<file path="src/rtl/aia_gateway.sv">
// aia_gateway: one interrupt source gateway (sync, rectify, edge/level pending).
// Ports: clk_i, rst_ni, irq_src_i, mode_i, setip/clrip/claim_i -> ip_o, rect_o, edge_o.
module aia_gateway #(
  parameter int unsigned SYNC_STAGES = 2
) (
  input  logic       clk_i,
  input  logic       rst_ni,
  input  logic       irq_src_i,
  input  logic [2:0] mode_i,
  input  logic       setip_i,
  input  logic       clrip_i,
  input  logic       claim_i,
  output logic       ip_o,
  output logic       rect_o,
  output logic       edge_o
);

  logic [SYNC_STAGES-1:0] sync_q;
  logic [2:0] mode_q;
  logic sync_out;
  logic rect_d;
  logic rect_q;
  logic prev_d;
  logic prev_q;
  logic ip_d;
  logic ip_q;
  logic mode_chg;
  logic is_edge;
  logic is_det;
  logic is_lvl;
  logic clr_any;

  assign sync_out = sync_q[SYNC_STAGES-1];

  assign is_edge = (mode_i[2:1] == 2'b10);
  assign is_lvl  = (mode_i[2:1] == 2'b11);
  assign is_det  = (mode_i == 3'd1);

  // Odd active modes (5, 7) are active-low sources.
  assign rect_d = mode_i[2] & (sync_out ^ mode_i[0]);

  assign mode_chg = (mode_i != mode_q);

  // On reconfiguration prev tracks the new rectified value,
  // so the next cycle cannot see a false 0->1.
  assign prev_d = mode_chg ? rect_d : rect_q;

  assign edge_o = is_edge & ~mode_chg & rect_q & ~prev_q;

  assign clr_any = clrip_i | claim_i;

  always_comb begin
    ip_d = 1'b0;
    unique case (1'b1)
      is_edge: ip_d = edge_o | setip_i | (ip_q & ~clr_any);
      is_det:  ip_d = setip_i | (ip_q & ~clr_any);
      is_lvl:  ip_d = rect_q & ~claim_i;
      default: ip_d = 1'b0;
    endcase
  end

  always_ff @(posedge clk_i or negedge rst_ni) begin
    if (!rst_ni) begin
      sync_q <= '0;
      mode_q <= 3'd0;
      rect_q <= 1'b0;
      prev_q <= 1'b0;
      ip_q   <= 1'b0;
    end else begin
      sync_q <= {sync_q[SYNC_STAGES-2:0], irq_src_i};
      mode_q <= mode_i;
      rect_q <= rect_d;
      prev_q <= prev_d;
      ip_q   <= ip_d;
    end
  end

  assign ip_o   = ip_q;
  assign rect_o = rect_q;

endmodule

</file>
<file path="config.mk">
export PLATFORM = sky130hd
export DESIGN_NAME = aia_gateway
export DESIGN_NICKNAME = d
export VERILOG_FILES = /design/src/rtl/aia_gateway.sv
export SDC_FILE = /design/constraint.sdc
export NUM_CORES = 1
export LEC_CHECK = 0
export ABC_AREA = 0
export CORE_AREA = 2 2 39 41
export CTS_CLUSTER_SIZE = 12
export DETAILED_ROUTE_END_ITERATION = 8
export DIE_AREA = 0 0 41 43
export DONT_BUFFER_PORTS = 1
export GPL_TIMING_DRIVEN = 0
export PLACE_DENSITY_LB_ADDON = 0.1
export SLEW_MARGIN = 40
export SYNTH_ARGS = -nofsm -noshare
export SYNTH_HDL_FRONTEND = slang
export SYNTH_SLANG_ARGS = --single-unit
</file>
<file path="constraint.sdc">
create_clock -name clk_i -period 2.1 [get_ports clk_i]
set_input_delay 0.42 -clock clk_i [delete_from_list [all_inputs] [get_ports clk_i]]
set_output_delay 0.42 -clock clk_i [all_outputs]
set_load 0.02 [all_outputs]
</file>
### Word level (Yosys, flattened, before mapping)

Index checks and enable logic that the tools add are counted.

* bits in registers: 8
* input port bits: 9
* output and inout bits: 3
* word-level logic and storage cells: 26

* equal/unequal tests: 4
* mux-type cells: 2
* bitwise gates (word level): 15

Operators by type and width (count)
* 1-bit AND: 6
* 2-bit equality test (second input constant): 2
* 1-bit NOT: 4
* 1-bit bitwise OR: 4
* 3-bit by 1-bit equality test with 1-bit output (second input constant): 1
* 3-bit != test: 1
* 1-bit one-hot mux with 3 select lines: 1
* 1-bit 2-to-1 mux: 1
* 1-bit bitwise XOR: 1

### Logic depth before layout (Yosys ltp)

Gate-level depths: netlist of the first run.

* depth in word-level cells: 8
* mapped depth: 3
* mapped depth without buffers: 3

### Worst setup path before layout of the first run

Ideal clock, no wire load.

* path type: flip-flop to output port
* start: reg rect_q (netlist: rect_o)
* end: out edge_o
* arrival: 1029 ps
* path slack: 651 ps
* cell stages (with the launch flop): 4
* path buffers: 0
* cells stage by stage: dfrtp_1 > nor4bb_1 > nand4_1 > inv_1

* longest elaborated chain between the ends: 2

RTL lines
* from (decl): RTL line 22 `logic rect_q;`
* from (signal assigned): RTL line 72 `rect_q <= rect_d;`
* 1-bit AND (2 in series): RTL line 48 `assign edge_o = is_edge & ~mode_chg & rect_q & ~prev_q;`
* to (decl): RTL line 15 `output logic edge_o`

No other way between the ends.

### Worst setup path after layout of the first run

Same ends and word-level chain as after synthesis.

==> flow_summary.json, run 1 <==
{
  "status": "finished clean",
  "yosys.area_share.simple": 0.1275,
  "io_buffers": 0,
  "cts_max_path_buffers": 2,
  "cts_tree": "done",
  "final.setup.worst_slack_ns": 0.2674,
  "critPathKind": "reg -> out",
  "dr_total_vias": 191,
  "cp.required_ns": 1.68,
  "ys_seq_area_frac": 0.6375,
  "grt_pass1_vias": 235,
  "wirelength_um": 536,
  "detail_route.vias_per_cell": 4.442,
  "pin_count": 12,
  "cap_violations": 0,
  "syn_area_um2": 314.1,
  "gr-total-overflow": 0,
  "rsz0062_at_grt": "no",
  "die_w_um": 41,
  "post-dp-hpwl_um": 403.7,
  "fin_worst_skew_ns": 0.0002127,
  "n_fill_cell": 138,
  "postSynthAreaPerCell_um2": 13.65,
  "synth_cell_type_count": 14,
  "slew_violations": 0,
  "synthMuxAreaShare": 0.04781,
  "p_leak_nw": 0.1611,
  "synth_seq_cells": 8,
  "yosys_warnings": 0,
  "final_nets": 38,
  "placed_cell_area_um2": 334.1,
  "max_freq_ghz": 0.5457,
  "hold_violations": 0,
  "grt_max_degree": 9,
  "area_delta_synth_final_pct": 16.73,
  "grt_use_total": 0.09331,
  "initial_utilization": 0.2269,
  "hold_path_class": "in -> reg",
  "grt_pass1_wl_um": 1000,
  "end_kind": "primary output",
  "place_congestion": 0.5929,
  "antenna_found_initial": 0,
  "instances_no_fill": 43,
  "synthAdderAreaFrac": 0,
  "pwr_density_cell_mw_per_mm2": 840.2,
  "drt_iter0_drc": 2,
  "ir_drop_mv": 0.3473,
  "synth_xor_area_frac": 0.1116,
  "ant_nets": 0,
  "num_rows": 14,
  "clock-sinks": 8,
  "cp_max_fo": 4,
  "layout_common_cells": "dfrtp_1 (8), xnor2_1 (3), clkbuf_4 (3)",
  "final_layout_size_suffix_gt1_frac": 0.1481,
  "fin_area_um2": 366.6,
  "core-area_mm2": 0.001384,
  "syn_inst": 23,
  "synth_fp_nets": 32,
  "setup_tns_ns": 0,
  "relSlewSlack": 0.7469,
  "final_common_cell": "dfrtp_1",
  "diodes": 0,
  "synth_top_family_by_area": "simple AND/OR/NAND/NOR gates",
  "dp.cells": 39,
  "path_clk_slew_ns": 0.05,
  "cts_made_buffers": 3,
  "startpoint_type": "register",
  "clock_latency_ns": 0.24,
  "clockRootBuffer": "clkbuf_4",
  "worstPathArrival_ns": 1.41,
  "wl_per_cell_um": 12.47,
  "place_ws_ns": 0.5377,
  "fp.dieArea_mm2": 0.001763,
  "cts_htree_levels": 1,
  "min_period_over_period": 0.8727,
  "die_h_um": 43,
  "drc": 0,
  "synth-compound-area-share": 0.06375,
  "dr.pass1.iters": 2,
  "finalSetupViolCount": 0,
  "tightest_slew_ns": 0.3783,
  "fin_crit_ns": 1.833
}
[cells in the mapped netlist (all sizes together)]
| library cell | instances | share of area |
|---|---|---|
| a21oi | 1 | 0.016 |
| and2 | 1 | 0.020 |
| dfrtp | 8 | 0.64 |
| inv | 1 | 0.012 |
| mux2 | 1 | 0.048 |
| nand3 | 1 | 0.016 |
| nand4 | 1 | 0.020 |
| nand4b | 1 | 0.028 |
| nor2 | 1 | 0.012 |
| nor4bb | 1 | 0.032 |
| o211ai | 1 | 0.024 |
| o21bai | 1 | 0.024 |
| xnor2 | 3 | 0.084 |
| xor2 | 1 | 0.028 |
[final timing paths]
check	start	endpoint	slack, ns	cells past startpoint
max reg2reg	rect_o	ip_o	0.92	3
min reg2reg	sync_q[0]	sync_q[1]	0.35	0
min in group asynchronous	rst_ni	sync_q[1]	0.53	1
max	rect_o	edge_o	0.27	3
min	irq_src_i	sync_q[0]	0.20	0
max in group asynchronous	rst_ni	rect_o	1.30	1
[report_power, final]
group	switching [mW]	internal, mW	leakage, nW	total (mW)
Sequential	0.00882	0.164	0.0970	0.173
Clock	0.0462	0.0650	0.0138	0.111
Combinational	0.0102	0.0135	0.0502	0.0238
Total	0.0653	0.243	0.161	0.308
[worst max-delay path, cell delays in order (launching register included)]
cell	delay, ns
dfrtp_1	0.50
nor4bb_1	0.32
nand4_1	0.15
inv_1	0.19
[registers in the layout, summed over array words and instances, names as in the netlist]
register and count:
ip_o 1, sync_q 2, mode_q 3, prev_q 1, rect_o 1
[through the flow]
| stage | power [mW] | util | hold WS (ns) |
|---|---|---|---|
| final | 0.3080 | 0.2649 | 0.2018 |
| after global routing | 0.3321 | 0.2649 | 0.1781 |
| after CTS | 0.3169 | 0.2649 | 0.1893 |
| after detailed placement | 0.1952 | 0.2414 | 0.1246 |
| after global placement | 0.1952 | 0.2414 | 0.1246 |
| after floorplan | 0.1920 | - | 0.1244 |
[final cells by class]
class / instances / area, um2 / area share
repair buffers: 1 / 10.01 / 0.02730
flip-flops and latches: 8 / 200.2 / 0.5461
multi-input cells: 14 / 110.1 / 0.3003
inverters: 1 / 3.754 / 0.01024
clock buffers: 3 / 22.52 / 0.06143
well taps: 16 / 20.02 / 0.05461
[cells by family after synthesis]
logic type | after synthesis
xor gates and xnor gates | 4
buffers and inverters | 1
AOI/OAI and AO/OA | 3
and+or+nand+nor | 6
DFF | 8
muxes | 1
[repair_timing]
| item | CTS | global route |
|---|---|---|
| hold buffers | 1 | 0 |
| resized for setup | 0 | 0 |
| setup endpoints to repair | 0 | 0 |
| hold endpoints to repair | 8 | 0 |
| buffers inserted | 0 | 0 |
[per-layer routing]
layer,part of all wire,routed length [um],GRT usage,up-vias
li1,-,-,-,90
met1,0.45,242,0.1130,86
met2,0.39,211,0.1000,13
met3,0.14,73,0.05759,2
met4,0.015,8,0.1000,0
met5,0,0,0,-
Note: power is estimated with default switching activity, not from simulation.
==> run 2: changes to the inputs <==
--- a/config.mk
+++ b/config.mk
@@ -7,12 +7,14 @@
 export LEC_CHECK = 0
 export ABC_AREA = 0
 export CORE_AREA = 2 2 39 41
+export CTS_CLUSTER_DIAMETER = 150
 export CTS_CLUSTER_SIZE = 12
 export DETAILED_ROUTE_END_ITERATION = 8
 export DIE_AREA = 0 0 41 43
 export DONT_BUFFER_PORTS = 1
 export GPL_TIMING_DRIVEN = 0
 export PLACE_DENSITY_LB_ADDON = 0.1
+export SKIP_LAST_GASP = 1
 export SLEW_MARGIN = 40
 export SYNTH_ARGS = -nofsm -noshare
 export SYNTH_HDL_FRONTEND = slang
==> results of run 2 <==
Same layout as run 1: the final DEF is identical, and so are final timing and power.
